## src/rtl/jpeg_idct_pkg.sv

```systemverilog
// Shared types for the IDCT transpose block buffer: bank lifecycle states,
// block geometry and the column-major read address mapping.
package jpeg_idct_pkg;

   localparam int unsigned BLK_ENTRIES = 64;
   localparam int unsigned ROW_W       = 3;

   typedef logic [5:0] blk_idx_t;

   typedef enum logic [1:0] {
      BANK_EMPTY,
      BANK_FILLING,
      BANK_FULL,
      BANK_DRAINING
   } bank_state_e;

   // Output sequence number -> RAM address: swap row and column fields.
   function automatic blk_idx_t transpose_idx(input blk_idx_t seq);
      return {seq[ROW_W-1:0], seq[5:ROW_W]};
   endfunction

endpackage

```

## src/rtl/jpeg_idct_block_ram.sv

```systemverilog
// One 64-entry bank of the transpose buffer: synchronous RAM with one write
// port and one read-first read port (1-cycle read latency).
module jpeg_idct_block_ram
   import jpeg_idct_pkg::*;
#(
   parameter int unsigned DATA_W = 16
) (
   input  logic              clk,
   input  logic              wr_en,
   input  blk_idx_t          wr_addr,
   input  logic [DATA_W-1:0] wr_data,
   input  logic              rd_en,
   input  blk_idx_t          rd_addr,
   output logic [DATA_W-1:0] rd_data
);

   logic [DATA_W-1:0] mem [BLK_ENTRIES];

   always_ff @(posedge clk) begin
      if (wr_en) begin
         mem[wr_addr] <= wr_data;
      end
      if (rd_en) begin
         rd_data <= mem[rd_addr];
      end
   end

endmodule

```

## src/rtl/jpeg_idct_block_buf.sv

```systemverilog
// Ping-pong 8x8 block buffer transposing between IDCT passes.
// Optional synchronous flush port enabled by `JPEG_IDCT_BUF_FLUSH_EN.
module jpeg_idct_block_buf
   import jpeg_idct_pkg::*;
#(
   parameter int unsigned DATA_W = 16,
   parameter int unsigned IDX_W  = 6
) (
   input  logic              clk_i,
   input  logic              rst_i,
   input  logic              inport_valid_i,
   input  logic [DATA_W-1:0] inport_data_i,
   input  logic [IDX_W-1:0]  inport_idx_i,
   input  logic              inport_last_i,
   output logic              inport_accept_o,
   output logic              outport_valid_o,
   output logic [DATA_W-1:0] outport_data_o,
   output logic [IDX_W-1:0]  outport_idx_o,
   output logic              outport_last_o,
   input  logic              outport_accept_i
`ifdef JPEG_IDCT_BUF_FLUSH_EN
   ,
   input  logic              flush_i
`endif
);

   bank_state_e       bank_q [2];
   bank_state_e       bank_d [2];
   logic              wr_bank_q;
   logic              rd_bank_q;
   blk_idx_t          rd_cnt_q;
   logic              rd_pend_q;
   logic              rd_pend_bank_q;
   blk_idx_t          rd_pend_idx_q;

   logic [DATA_W-1:0] sk_data_q [2];
   blk_idx_t          sk_idx_q  [2];
   logic              sk_bank_q [2];
   logic              sk_rptr_q;
   logic              sk_wptr_q;
   logic [1:0]        sk_cnt_q;

   logic              flush;
   logic              wr_fire;
   logic              out_fire;
   logic              pop_last;
   logic              rd_issue;
   logic [1:0]        occ;
   blk_idx_t          rd_addr;
   logic [DATA_W-1:0] rdata0;
   logic [DATA_W-1:0] rdata1;
   logic [DATA_W-1:0] ram_rdata;

`ifdef JPEG_IDCT_BUF_FLUSH_EN
   assign flush = flush_i;
`else
   assign flush = 1'b0;
`endif

   assign rd_addr   = transpose_idx(rd_cnt_q);
   assign ram_rdata = rd_pend_bank_q ? rdata1 : rdata0;

   jpeg_idct_block_ram #(.DATA_W(DATA_W)) u_ram0 (
      .clk     (clk_i),
      .wr_en   (wr_fire && !wr_bank_q),
      .wr_addr (blk_idx_t'(inport_idx_i)),
      .wr_data (inport_data_i),
      .rd_en   (rd_issue && !rd_bank_q),
      .rd_addr (rd_addr),
      .rd_data (rdata0)
   );

   jpeg_idct_block_ram #(.DATA_W(DATA_W)) u_ram1 (
      .clk     (clk_i),
      .wr_en   (wr_fire && wr_bank_q),
      .wr_addr (blk_idx_t'(inport_idx_i)),
      .wr_data (inport_data_i),
      .rd_en   (rd_issue && rd_bank_q),
      .rd_addr (rd_addr),
      .rd_data (rdata1)
   );

   // Issue side runs ahead of the output: rd_bank/rd_cnt advance once all 64
   // reads are issued, while the bank only empties when its sample 63 leaves
   // the skid. This lets the next FULL bank start reading without a bubble.
   always_ff @(posedge clk_i or negedge rst_i) begin
      if (!rst_i) begin
         for (int unsigned b = 0; b < 2; b++) bank_q[b] <= BANK_EMPTY;
         wr_bank_q      <= 1'b0;
         rd_bank_q      <= 1'b0;
         rd_cnt_q       <= '0;
         rd_pend_q      <= 1'b0;
         rd_pend_bank_q <= 1'b0;
         rd_pend_idx_q  <= '0;
      end else if (flush) begin
         for (int unsigned b = 0; b < 2; b++) bank_q[b] <= BANK_EMPTY;
         wr_bank_q      <= 1'b0;
         rd_bank_q      <= 1'b0;
         rd_cnt_q       <= '0;
         rd_pend_q      <= 1'b0;
         rd_pend_bank_q <= 1'b0;
         rd_pend_idx_q  <= '0;
      end else begin
         for (int unsigned b = 0; b < 2; b++) bank_q[b] <= bank_d[b];
         if (wr_fire && inport_last_i) wr_bank_q <= ~wr_bank_q;
         if (rd_issue) begin
            rd_cnt_q <= rd_cnt_q + 6'd1;
            if (rd_cnt_q == 6'd63) rd_bank_q <= ~rd_bank_q;
         end
         rd_pend_q      <= rd_issue;
         rd_pend_bank_q <= rd_bank_q;
         rd_pend_idx_q  <= rd_cnt_q;
      end
   end

   always_comb begin
      wr_fire  = inport_valid_i && inport_accept_o && !flush;
      out_fire = outport_valid_o && outport_accept_i;
      pop_last = out_fire && (sk_idx_q[sk_rptr_q] == 6'd63);
      // Skid occupancy after this cycle's pop, counting the read in flight.
      occ      = sk_cnt_q + {1'b0, rd_pend_q} - {1'b0, out_fire};
      rd_issue = ((bank_q[rd_bank_q] == BANK_FULL) ||
                  (bank_q[rd_bank_q] == BANK_DRAINING)) &&
                 (occ < 2'd2) && !flush;
      for (int unsigned b = 0; b < 2; b++) begin
         bank_d[b] = bank_q[b];
         if (wr_fire && (wr_bank_q == 1'(b))) begin
            bank_d[b] = inport_last_i ? BANK_FULL : BANK_FILLING;
         end
         if (rd_issue && (rd_bank_q == 1'(b)) && (bank_q[b] == BANK_FULL)) begin
            bank_d[b] = BANK_DRAINING;
         end
         if (pop_last && (sk_bank_q[sk_rptr_q] == 1'(b))) begin
            bank_d[b] = BANK_EMPTY;
         end
      end
   end

   always_comb begin
      inport_accept_o = (bank_q[wr_bank_q] == BANK_EMPTY) ||
                        (bank_q[wr_bank_q] == BANK_FILLING);
      outport_valid_o = (sk_cnt_q != 2'd0);
      outport_data_o  = '0;
      outport_idx_o   = '0;
      outport_last_o  = 1'b0;
      if (outport_valid_o) begin
         outport_data_o = sk_data_q[sk_rptr_q];
         outport_idx_o  = IDX_W'(sk_idx_q[sk_rptr_q]);
         outport_last_o = (sk_idx_q[sk_rptr_q] == 6'd63);
      end
   end

   always_ff @(posedge clk_i or negedge rst_i) begin
      if (!rst_i) begin
         sk_rptr_q <= 1'b0;
         sk_wptr_q <= 1'b0;
         sk_cnt_q  <= '0;
      end else if (flush) begin
         sk_rptr_q <= 1'b0;
         sk_wptr_q <= 1'b0;
         sk_cnt_q  <= '0;
      end else begin
         if (rd_pend_q) begin
            sk_data_q[sk_wptr_q] <= ram_rdata;
            sk_idx_q[sk_wptr_q]  <= rd_pend_idx_q;
            sk_bank_q[sk_wptr_q] <= rd_pend_bank_q;
            sk_wptr_q            <= ~sk_wptr_q;
         end
         if (out_fire) sk_rptr_q <= ~sk_rptr_q;
         sk_cnt_q <= sk_cnt_q + {1'b0, rd_pend_q} - {1'b0, out_fire};
      end
   end

endmodule
```

## config.mk

```make
export PLATFORM = sky130hd
export DESIGN_NAME = jpeg_idct_block_buf
export DESIGN_NICKNAME = d
export VERILOG_FILES = /design/src/rtl/jpeg_idct_pkg.sv /design/src/rtl/jpeg_idct_block_ram.sv /design/src/rtl/jpeg_idct_block_buf.sv
export SDC_FILE = /design/constraint.sdc
export NUM_CORES = 2
export LEC_CHECK = 0
export CAP_MARGIN = 30
export CORE_ASPECT_RATIO = 1.25
export CORE_MARGIN = 5
export CORE_UTILIZATION = 45
export CTS_BUF_LIST = sky130_fd_sc_hd__clkbuf_8 sky130_fd_sc_hd__clkbuf_16
export DETAILED_ROUTE_END_ITERATION = 10
export SLEW_MARGIN = 0
export SYNTH_ARGS = -nofsm -noshare
export SYNTH_HDL_FRONTEND = slang
export SYNTH_SLANG_ARGS = --single-unit
```

## constraint.sdc

```tcl
create_clock -name clk_i -period 3 [get_ports clk_i]
set_input_delay 0.6 -clock clk_i [delete_from_list [all_inputs] [get_ports clk_i]]
set_output_delay 0.6 -clock clk_i [all_outputs]
set_load 0.03 [all_outputs]
```

==> summary.md <==
| Metric | Value |
|---|---|
| Final hold vios | 0 |
| R2R cell count | 8 |
| Full die area | 0.192 mm² |
| Max cap viols | 0 |
| RR Startpoint | rd_cnt_q[3] |
| Vias per cell | 5.91 |
| Layout cells sized above 1 | 31.3% |
| Via count | 40700 |
| Root Driver | clkbuf_16 |
| Layout net count | 4358 |
| Clk sinks | 2148 |
| Data required, critical path | 3590 ps |
| Multi-input logic area | 0.0168 mm² |
| Rel. slew slack | 43.6% |
| R2r setup slk | 80 ps |
| Capture point of the worst reg-to-reg path | u_ram0.rd_data[13] |
| Share of the synthesized area in the top cell type | 77.6% |
| Status | completed |
| PD cells | 882 mW/mm² |
| Worst-path fanout max | 36 |
| Core ar. | 0.182 mm² |
| Grt ovf | 0 |
| Dpl cell area | 0.0908 mm² |
| Maximum number of pins on one net before global-route repair | 129 |
| Crit path capture type | register |
| DR iter-0 viols | 4021 |
| Initial Utilization | 45.2% |
| Final Power | 85.9 mW |
| Max H-tree Level | 4 |
| Synth Warn # | 0 |
| Hold path depth | 1 |
| Worst Skew | 39.5 ps |
| Post-Syn Area per Cell | 21.8 µm² |
| Peak supply drop | 0.000558 V |
| Global-route wire length before repair | 307000 µm |
| Final period util | 97.4% |
| Final setup viols | 0 |
| Tightest Pin Transition | 846 ps |
| Reg area | 0.0644 mm² |
| Area leader, netlist | edfxtp_1 |
| Synth-to-Final Area Change | 18.4% |
| # IOs | 52 |
| Synthesized area | 0.0823 mm² |
| Clock Path Buffers | 3 |
| Min-delay src | inport_data_i[4] |
| Max Slew Vio Count | 0 |
| Post-route cell area | 0.0974 mm² |
| Startpoint Class | register |
| Syn nets | 3801 |
| Row count | 175 |
| CTS tree | yes |
| Worst-Skew Late Latency | 840 ps |
| WL per Instance | 31.3 µm |
| Max Freq | 0.342 GHz |
| Yosys cell types | 48 |
| Routed wire length | 216000 µm |
| Chip height | 488 µm |
| Hold WC Path Type | in2reg |
| Syn Inst Count | 3771 |
| Flops & latches, synth | 2148 |
| Filler instances | 13800 |
| WHS Endpoint | u_ram1.mem[45][4] |
| Clock transition at path regs | 60 ps |
| Router iterations before antenna repair | 5 |
| Cts bufs inserted | 204 |
| GRT Total Usage | 22.6% |
| Seq/Total Area, Yosys | 78.2% |
| Synth top area cells | edfxtp_1 (78%), mux4_2 (13%), mux2i_1 (2.2%) |
| Async SR Flop Fraction | 1.02% |
| DP Wirelength | 139000 µm |
| WS Path Type | reg2reg |
| Post-route ant nets | 0 |
| Worst EP arrival | 3510 ps |
| GPL Wtd Cong | 0.860 |
| Die width | 392 µm |
| Vias in the first global route | 41100 |
| DRC viols | 0 |
| Most common flop cell mapped by yosys | edfxtp_1 |
| CP startpoint | rd_cnt_q[3] |
| Unrepaired setup endpoints after global routing | yes |
| Initial antenna violation count | 7 |
| Leak | 31.7 nW |
| EDFF count, synth | 2126 |
| Minimum clock period | 2920 ps |
| IO Port Bufs | 51 |
Yosys cell counts (32+ instances only):
library cell	count
buf_2	85
mux4_2	464
buf_4	32
a221oi_1	63
o22ai_1	70
nor2_1	231
mux2i_1	180
edfxtp_1	2126
nand2_1	58
o21ai_0	51
clkbuf_1	79
mux2_2	53
a21oi_1	63
placed cells by master (no fill, tap or decap), drive strengths merged, types with 11 or more instances in the layout:
master / synthesis / layout
buf: 141 / 558
edfxtp: 2126 / 2126
dfrtp: 22 / 22
mux4: 464 / 464
nor2: 231 / 231
mux2i: 180 / 180
clkinv: 0 / 80
a21oi: 63 / 63
nor2b: 14 / 14
or3: 11 / 11
a221oi: 63 / 63
o22ai: 70 / 70
clkbuf: 79 / 210
a211oi: 12 / 12
nand2: 58 / 58
a311oi: 18 / 18
o221ai: 26 / 26
inv: 9 / 71
mux2: 53 / 53
o21ai: 53 / 53
bufinv: 0 / 16
kinds of logic (layout without fill, tap and decap cells):
kind of cell	after synthesis	count (layout)	synth area share (%)
xor+xnor	10	10	0.106
other cells	0	4	0
flops	2148	2148	78.2
mux	697	697	15.6
simple gates	373	373	1.99
buf+inv	229	954	1.45
compound gates	311	311	2.55
fa+ha+maj	3	3	0.0456
report_power, final:
part           switching, mW  leakage (nW)  internal, mW
Sequential             0.463          19.4          33.8
Combinational           14.9          8.93          11.8
Clock                   10.9          3.36          13.9
Total                   26.3          31.7          59.6
timing repair:
item | 4_1_cts | 5_1_grt
hold endpoints to repair | 1 | 0
endpoints found under the setup margin | 12 | 15
buffers inserted | 0 | 3
hold buffers | 1 | 0
resized for setup | 10 | 10
per-stage QoR:
stage / hold WS [ps] / instances / utilization, % / worst slack, ps / setup TNS (ps)
final: 212 / 6889 / 53.5 / 78.7 / 0
after global routing: 175 / 6886 / 53.5 / -23.8 / -23.8
after CTS: 147 / 6882 / 53.5 / -12.1 / -19.4
after detailed placement: 429 / 6507 / 49.9 / -77.9 / -584
after global placement: 422 / 6507 / 49.9 / -122 / -3410
after floorplan: 304 / 3771 / - / 30.8 / 0
flip-flops by register name, summed over array words and instances, names as in the netlist:
register	flops
rd_pend_q	1
bank_q	2
u_ram1.rd_data	16
sk_cnt_q	2
rd_pend_bank_q	1
rd_pend_idx_q	6
sk_rptr_q	1
u_ram1.mem	1024
u_ram0.mem	1024
sk_idx_q	12
rd_cnt_q	6
sk_data_q	32
wr_bank_q	1
rd_bank_q	1
sk_bank_q	2
u_ram0.rd_data	16
sk_wptr_q	1
worst max-delay path, cell delays in order (launching register included):
cell and delay [ps]:
dfrtp_4 570, buf_16 310, buf_12 260, mux4_2 520, a221oi_1 370, o21ai_0 270
nand2_1 110, nor2_1 70, buf_4 160
layer usage:
| layer | vias to the layer above | track usage [%] | part of all wire (%) |
|---|---|---|---|
| met5 | - | 0 | 0.0097 |
| met4 | 4 | 8.92 | 4.2 |
| met3 | 312 | 2.91 | 5.7 |
| met2 | 1493 | 38.2 | 51 |
| met1 | 22000 | 30.1 | 39 |
| li1 | 16900 | - | - |
layout make-up:
type | count | share of cell area (%)
clock inverter | 164 | 1.27
multi-input combinational | 1394 | 17.3
clock buffer | 210 | 5.36
antenna | 4 | 0.0103
inverter | 9 | 0.0347
timing repair buffer | 571 | 6.84
sequential | 2148 | 66.1
tap | 2389 | 3.07
worst max path at each step:
stage,end,slack (ps),depth (start not counted)
2_1_floorplan,u_ram1.mem[13][0],30,6
3_3_place_gp,u_ram0.rd_data[14],-120,10
3_5_place_dp,u_ram0.rd_data[6],-80,8
4_1_cts,outport_last_o,-10,5
5_1_grt,outport_last_o,-20,5
6_report,u_ram0.rd_data[13],80,8
Power figures use the tool's default switching activity.
